### src/rtl/apb_i2c_ctrl.sv
// APB-slave I2C master: prescaled quarter-bit sequencer that issues
// START / one byte (read or write) / STOP per command and flags completion.
module apb_i2c_ctrl #(
    parameter int APB_ADDR_WIDTH = 32
) (
    input  logic                      clk_i,
    input  logic                      rst_ni,
    input  logic [APB_ADDR_WIDTH-1:0] PADDR,
    input  logic [31:0]               PWDATA,
    input  logic                      PWRITE,
    input  logic                      PSEL,
    input  logic                      PENABLE,
    output logic [31:0]               PRDATA,
    output logic                      PREADY,
    output logic                      PSLVERR,
    output logic                      interrupt_o,
    input  logic                      scl_pad_i,
    output logic                      scl_pad_o,
    output logic                      scl_padoen_o,
    input  logic                      sda_pad_i,
    output logic                      sda_pad_o,
    output logic                      sda_padoen_o
);

    typedef enum logic [1:0] {PH_IDLE, PH_START, PH_DATA, PH_STOP} phase_e;

    phase_e      phase, phase_d;
    logic [15:0] pre, qcnt;
    logic [7:0]  tx, rx, sr;
    logic [3:0]  bitcnt;
    logic [1:0]  quarter;
    logic        en, ien, rxack, busy, tip, irq_f, smp;
    logic        c_sto, c_rd, c_wr, c_ack;
    logic        scl_hold, sda_hold, scl_want, sda_want;
    logic        done, q_end, last_q, bit_last, data_bit;
    logic        apb_wr, wr_pre, wr_ctr, wr_tx, wr_cmd, cmd_go, abort;
    logic        unused;

    assign apb_wr = PSEL & PENABLE & PWRITE;
    assign wr_pre = apb_wr && (PADDR[4:2] == 3'd0);
    assign wr_ctr = apb_wr && (PADDR[4:2] == 3'd1);
    assign wr_tx  = apb_wr && (PADDR[4:2] == 3'd4);
    assign wr_cmd = apb_wr && (PADDR[4:2] == 3'd5);
    assign cmd_go = wr_cmd && en && !tip && (|PWDATA[7:4]);
    // Clearing EN kills any transfer and frees the bus.
    assign abort  = wr_ctr && !PWDATA[7] && en;

    assign q_end    = tip && (qcnt >= pre);
    assign last_q   = q_end && (quarter == 2'd3);
    assign bit_last = (bitcnt == 4'd8);
    // Write drives TX MSB-first and releases for ACK; read releases data bits
    // and drives the programmed ACK level.
    assign data_bit = bit_last ? (c_wr ? 1'b1 : c_ack) : (c_wr ? sr[7] : 1'b1);

    assign PREADY       = 1'b1;
    assign PSLVERR      = 1'b0;
    assign scl_pad_o    = 1'b0;
    assign sda_pad_o    = 1'b0;
    // Lines follow the sequencer while busy, otherwise keep the last level.
    assign scl_padoen_o = tip ? scl_want : scl_hold;
    assign sda_padoen_o = tip ? sda_want : sda_hold;
    assign interrupt_o  = irq_f & ien;
    assign unused = ^{PADDR[APB_ADDR_WIDTH-1:5], PADDR[1:0], PWDATA[31:16], scl_pad_i};

    // Register read mux, combinational on the address.
    always_comb begin
        PRDATA = 32'h0;
        case (PADDR[4:2])
            3'd0: PRDATA = {16'h0, pre};
            3'd1: PRDATA = {24'h0, en, ien, 6'h0};
            3'd2: PRDATA = {24'h0, rx};
            3'd3: PRDATA = {24'h0, rxack, busy, 1'b0, 3'b0, tip, irq_f};
            3'd4: PRDATA = {24'h0, tx};
            default: PRDATA = 32'h0;
        endcase
    end

    // Phase register.
    always_ff @(posedge clk_i) begin
        if (!rst_ni) phase <= PH_IDLE;
        else         phase <= phase_d;
    end

    // Per-quarter line levels and phase sequencing.
    always_comb begin
        phase_d  = phase;
        done     = 1'b0;
        scl_want = 1'b1;
        sda_want = 1'b1;
        case (phase)
            PH_START: begin
                sda_want = (quarter == 2'd0);
                scl_want = (quarter != 2'd3);
                if (last_q) begin
                    if (c_wr | c_rd) phase_d = PH_DATA;
                    else if (c_sto)  phase_d = PH_STOP;
                    else             done    = 1'b1;
                end
            end
            PH_DATA: begin
                scl_want = (quarter == 2'd1) || (quarter == 2'd2);
                sda_want = data_bit;
                if (last_q && bit_last) begin
                    if (c_sto) phase_d = PH_STOP;
                    else       done    = 1'b1;
                end
            end
            PH_STOP: begin
                scl_want = (quarter != 2'd0);
                sda_want = quarter[1];
                if (last_q) done = 1'b1;
            end
            default: ;
        endcase
        if (done) phase_d = PH_IDLE;
        if (cmd_go) phase_d = PWDATA[7] ? PH_START : ((|PWDATA[5:4]) ? PH_DATA : PH_STOP);
        if (abort) phase_d = PH_IDLE;
    end

    // Registers, prescaler, bit shifter and completion status.
    always_ff @(posedge clk_i) begin
        if (!rst_ni) begin
            pre <= 16'hFFFF; en <= 1'b0; ien <= 1'b0; tx <= 8'h0; rx <= 8'h0;
            rxack <= 1'b0; busy <= 1'b0; tip <= 1'b0; irq_f <= 1'b0;
            c_sto <= 1'b0; c_rd <= 1'b0; c_wr <= 1'b0; c_ack <= 1'b0;
            qcnt <= 16'h0; quarter <= 2'd0; bitcnt <= 4'd0; sr <= 8'h0; smp <= 1'b0;
            scl_hold <= 1'b1; sda_hold <= 1'b1;
        end else begin
            if (wr_pre) pre <= PWDATA[15:0];
            if (wr_ctr) {en, ien} <= PWDATA[7:6];
            if (wr_tx)  tx <= PWDATA[7:0];
            if (tip) begin
                qcnt     <= q_end ? 16'h0 : qcnt + 16'd1;
                scl_hold <= scl_want;
                sda_hold <= sda_want;
                if (q_end) quarter <= quarter + 2'd1;
            end
            if (q_end && phase == PH_DATA && quarter == 2'd2) begin
                smp <= sda_pad_i;
                if (bit_last && c_wr) rxack <= sda_pad_i;
            end
            if (last_q && phase == PH_DATA) begin
                bitcnt <= bit_last ? 4'd0 : bitcnt + 4'd1;
                if (!bit_last) sr <= {sr[6:0], smp};
                if (bitcnt == 4'd7 && c_rd) rx <= {sr[6:0], smp};
            end
            if (last_q && phase == PH_START) busy <= 1'b1;
            if (last_q && phase == PH_STOP)  busy <= 1'b0;
            if (done) tip <= 1'b0;
            // Completion wins over a simultaneous IACK.
            if (done)                       irq_f <= 1'b1;
            else if (wr_cmd && PWDATA[0])   irq_f <= 1'b0;
            if (cmd_go) begin
                tip     <= 1'b1;
                c_sto   <= PWDATA[6];
                c_wr    <= PWDATA[4];
                c_rd    <= PWDATA[5] & ~PWDATA[4];
                c_ack   <= PWDATA[3];
                qcnt    <= 16'h0;
                quarter <= 2'd0;
                bitcnt  <= 4'd0;
                sr      <= tx;
            end
            if (abort) begin
                tip      <= 1'b0;
                busy     <= 1'b0;
                scl_hold <= 1'b1;
                sda_hold <= 1'b1;
                if (done) irq_f <= irq_f;
            end
        end
    end

endmodule

### config.mk
export PLATFORM = sky130hd
export DESIGN_NAME = apb_i2c_ctrl
export DESIGN_NICKNAME = d
export VERILOG_FILES = /design/src/rtl/apb_i2c_ctrl.sv
export SDC_FILE = /design/constraint.sdc
export NUM_CORES = 1
export LEC_CHECK = 0
export BUFFER_PORTS_ARGS = -buffer_cell sky130_fd_sc_hd__buf_2
export CORE_UTILIZATION = 30
export CTS_BUF_LIST = sky130_fd_sc_hd__clkbuf_2
export DETAILED_ROUTE_END_ITERATION = 6
export GPL_ROUTABILITY_DRIVEN = 0
export SLEW_MARGIN = 30
export SYNTH_ARGS = -nofsm -noshare
export SYNTH_HDL_FRONTEND = slang
export SYNTH_SLANG_ARGS = --single-unit
### constraint.sdc
create_clock -name clk_i -period 3.4 [get_ports clk_i]
set_input_delay 0.51 -clock clk_i [delete_from_list [all_inputs] [get_ports clk_i]]
set_output_delay 0.51 -clock clk_i [all_outputs]
set_load 0.005 [all_outputs]
==> flow_metrics.tcl <==
set metrics [dict create \
    status "finished, final reports clean" \
    cts_tree "done" \
    cp_max_fo 5 \
    dp_hpwl_mm 7.32 \
    clockBufferDepth 2 \
    root_buffer "clkbuf_2" \
    fin_crit_sh_pct 86.6 \
    r2r_cells 10 \
    grt_pass1_vias 3411 \
    cp_num_cells 7 \
    ys_async_sr_fraction_pct 0 \
    io_buffers 43 \
    vias_per_cell 4.91 \
    grt_overflow_total 0 \
    relSlewSlack_pct 59.2 \
    clk_pin_slew_ns 0.22 \
    grt_max_degree 34 \
    ios 110 \
    ys.warnings.count 0 \
    syn_inst 496 \
    crit_buf_inv 2 \
    startpoint "bitcnt[0]$_SDFFE_PP0P_" \
    synth.avg_cell_area_um2 8.53 \
    grt_usage_pct 14.2 \
    dp_cells 705 \
    power.internal_uw 1120 \
    slew_violations 0 \
    startpoint_type "register" \
    min_period_ns 2.95 \
    initial_core_util_pct 30.6 \
    first_pass_iters 4 \
    hold_buffers 0 \
    p_sw_uw 413 \
    synth_top_area_share_pct 36.4 \
    hold_path.class "input pin to register" \
    drt_iter0_drc 219 \
    min_from "PWDATA[13]" \
    cts_buffers 9 \
    swShare_pct 26.8 \
    slowest_delay_ns 0.56 \
    setup_viol 0 \
    ant_nets 0 \
    skew_ns 0.0555 \
    power_density_nw_per_um2 328 \
    ys_ff_latch 77 \
    worst_pin_slew_ns 0.604 \
    tns_ns 0 \
    leakage_uw 0.00225 \
    die_w_um 121 \
    die_area_um2 14600 \
    cap_violations 0 \
    worst_path_max_delay_cell "o311ai_0" \
    critical_path_class "register to output pin" \
    synth_ff_type "dfxtp_1" \
    rsz0062_at_grt "no" \
    synthToLayoutAreaGrowth_pct 10.6 \
    r2r_setup_slack_ns 0.49 \
    ys_types 57 \
    whs_ns 0.190 \
    ir_worst_vdd_uv 159 \
    worstSetupEndpointType "output pin" \
    h-tree-depth 3 \
    core_um2 13800 \
    finalHoldViolCount 0 \
    vias 3540 \
    row_count 43 \
    grt_antenna_before_repair 0 \
    die_h_um 121 \
    nets 633 \
    seqPwrFrac_pct 59.4 \
    fin_cells 721 \
    timing.rr.start "pre[13]$_SDFFE_PN1P_" \
    synthTopCellsByArea "dfxtp_1 (36%), mux2i_1 (9.0%), ha_1 (7.7%), nor2_1 (6.7%), buf_4 (3.7%)" \
    synth-edff-count 0 \
    fmax_ghz 0.339 \
    clock_latency_ns 0.55 \
    worstPathRequired_ns 2.89 \
    wirelength_mm 9.78 \
    worstPathCellList "inv_1 -> ha_1 -> nand2_1 -> or2_0 -> o311ai_0 -> a21oi_1 -> buf_2" \
    rr_endpoint "bitcnt[3]$_SDFFE_PP0P_" \
    synth_top_area_cell "dfxtp_1" \
    synth_seq_area_share_pct 36.4 \
    critPathTopFamily "compound AO/OA/AOI/OAI gates" \
    cts.sinks 77 \
    antenna_cells 0 \
    cp_data_arrival_time_ns 2.44 \
    syn_area_um2 4230 \
    grt_pass1_wl_mm 16.4 \
    wl_per_cell_um 13.6 \
    cts.repair.resized 0 \
    nFillCells 1439 \
    drc 0 \
    post_cts_buffers 0 \
    drive_gt1_share_pct 15.3 \
    combPwrFrac_pct 7.8 \
    power.share.clock_pct 32.8 \
    endpoint "sda_padoen_o" \
]
## kinds of logic after synthesis
kind of cell / Yosys count / share of synthesized area, %
AO/OA/AOI/OAI: 83 / 13.6
buffers and inverters: 68 / 8.31
flip-flops: 77 / 36.4
XOR/XNOR: 16 / 3.31
AND/OR/NAND/NOR: 184 / 21.0
adder cells (fa/ha/maj): 26 / 7.69
multiplexers: 40 / 9.52
other: 2 / 0.177
## synth_stat cells, drive strengths merged (2+ instances only)
master / n
mux2i: 38
nor2: 75
xor2: 10
a211oi: 9
a31o: 2
nor2b: 6
nor3: 3
nor4: 3
a21oi: 26
o211ai: 17
a22oi: 6
ha: 26
and2: 15
conb: 2
dfxtp: 77
and3: 7
nand2: 38
nand4: 8
mux2: 2
xnor2: 6
o22ai: 2
clkbuf: 15
nand2b: 5
nand3: 12
o21a: 4
or2: 4
o21ai: 6
inv: 27
or3: 4
buf: 26
## metal layers
metal / vias to the layer above / global-route usage, % / wire length [µm]
met1: 1681 / 18.7 / 4790
met5: - / 0 / 0
met3: 21 / 1.84 / 310
met2: 81 / 22.4 / 4390
li1: 1757 / - / -
met4: 0 / 7.87 / 285
## final cells by class
| class | count | area, µm² | share of cell area (%) |
|---|---|---|---|
| multi-input cells | 369 | 2420 | 51.7 |
| flip-flops and latches | 77 | 1540 | 32.9 |
| repair buffers | 52 | 283 | 6.04 |
| well taps | 180 | 225 | 4.81 |
| inverters | 27 | 101 | 2.17 |
| clock inverters | 6 | 61.3 | 1.31 |
| clock buffers | 10 | 50.0 | 1.07 |
## power by group through the flow
stage	registers (µW)	logic (µW)	clock network [µW]
after global routing	915	134	563
after CTS	913	120	524
after global placement	930	118	0
after detailed placement	930	120	0
after floorplan	929	89.7	0
final	913	120	504
## through the flow
stage	setup WS, ns	power (µW)	cell area (µm²)	util, %
6_report	0.454	1540	4680	33.9
5_1_grt	0.236	1610	4680	33.9
4_1_cts	0.383	1560	4680	33.9
3_5_place_dp	0.498	1050	4570	33.0
3_3_place_gp	0.549	1050	4570	33.0
2_1_floorplan	0.871	1020	4300	-
## worst min-delay path: cells and delay by family
kind	cells	cell delay [ns]
buffers and inverters	1	0.07
AO/OA/AOI/OAI	1	0.07
AND/OR/NAND/NOR	1	0.04
## flip-flops by register name, indices dropped and copies added, names as in the netlist, 2 cells and up
register,flops
rx,8
pre,16
phase,2
tx,8
sr,8
bitcnt,4
qcnt,16
quarter,2
## how the worst min path moves through the flow
stage | to | slack [ns] | depth (start not counted)
after floorplan | rxack$_SDFFE_PN0P_ | 0.46 | 2
after CTS | pre[9]$_SDFFE_PN1P_ | 0.14 | 3
final | pre[13]$_SDFFE_PN1P_ | 0.19 | 3
after global routing | pre[13]$_SDFFE_PN1P_ | 0.16 | 3
after global placement | bitcnt[0]$_SDFFE_PP0P_ | 0.47 | 2
after detailed placement | rx[1]$_SDFFE_PN0P_ | 0.49 | 2
## cell usage in the layout (no fill, tap or decap), drive strengths merged, types with 2 or more instances in the layout
master,netlist,final
dfxtp,77,77
nor2,75,75
buf,26,52
mux2i,38,38
nand2,38,38
inv,27,28
ha,26,26
a21oi,26,26
conb,2,20
o211ai,17,17
and2,15,15
nand3,12,12
xor2,10,10
clkbuf,15,10
a211oi,9,9
nand4,8,8
and3,7,7
nor2b,6,6
o21ai,6,6
a22oi,6,6
xnor2,6,6
nand2b,5,5
or3,4,4
o21a,4,4
or2,4,4
nor3,3,3
clkinv,0,3
nor4,3,3
mux2,2,2
o22ai,2,2
a31o,2,2
Note: power is estimated with default switching activity, not from simulation.
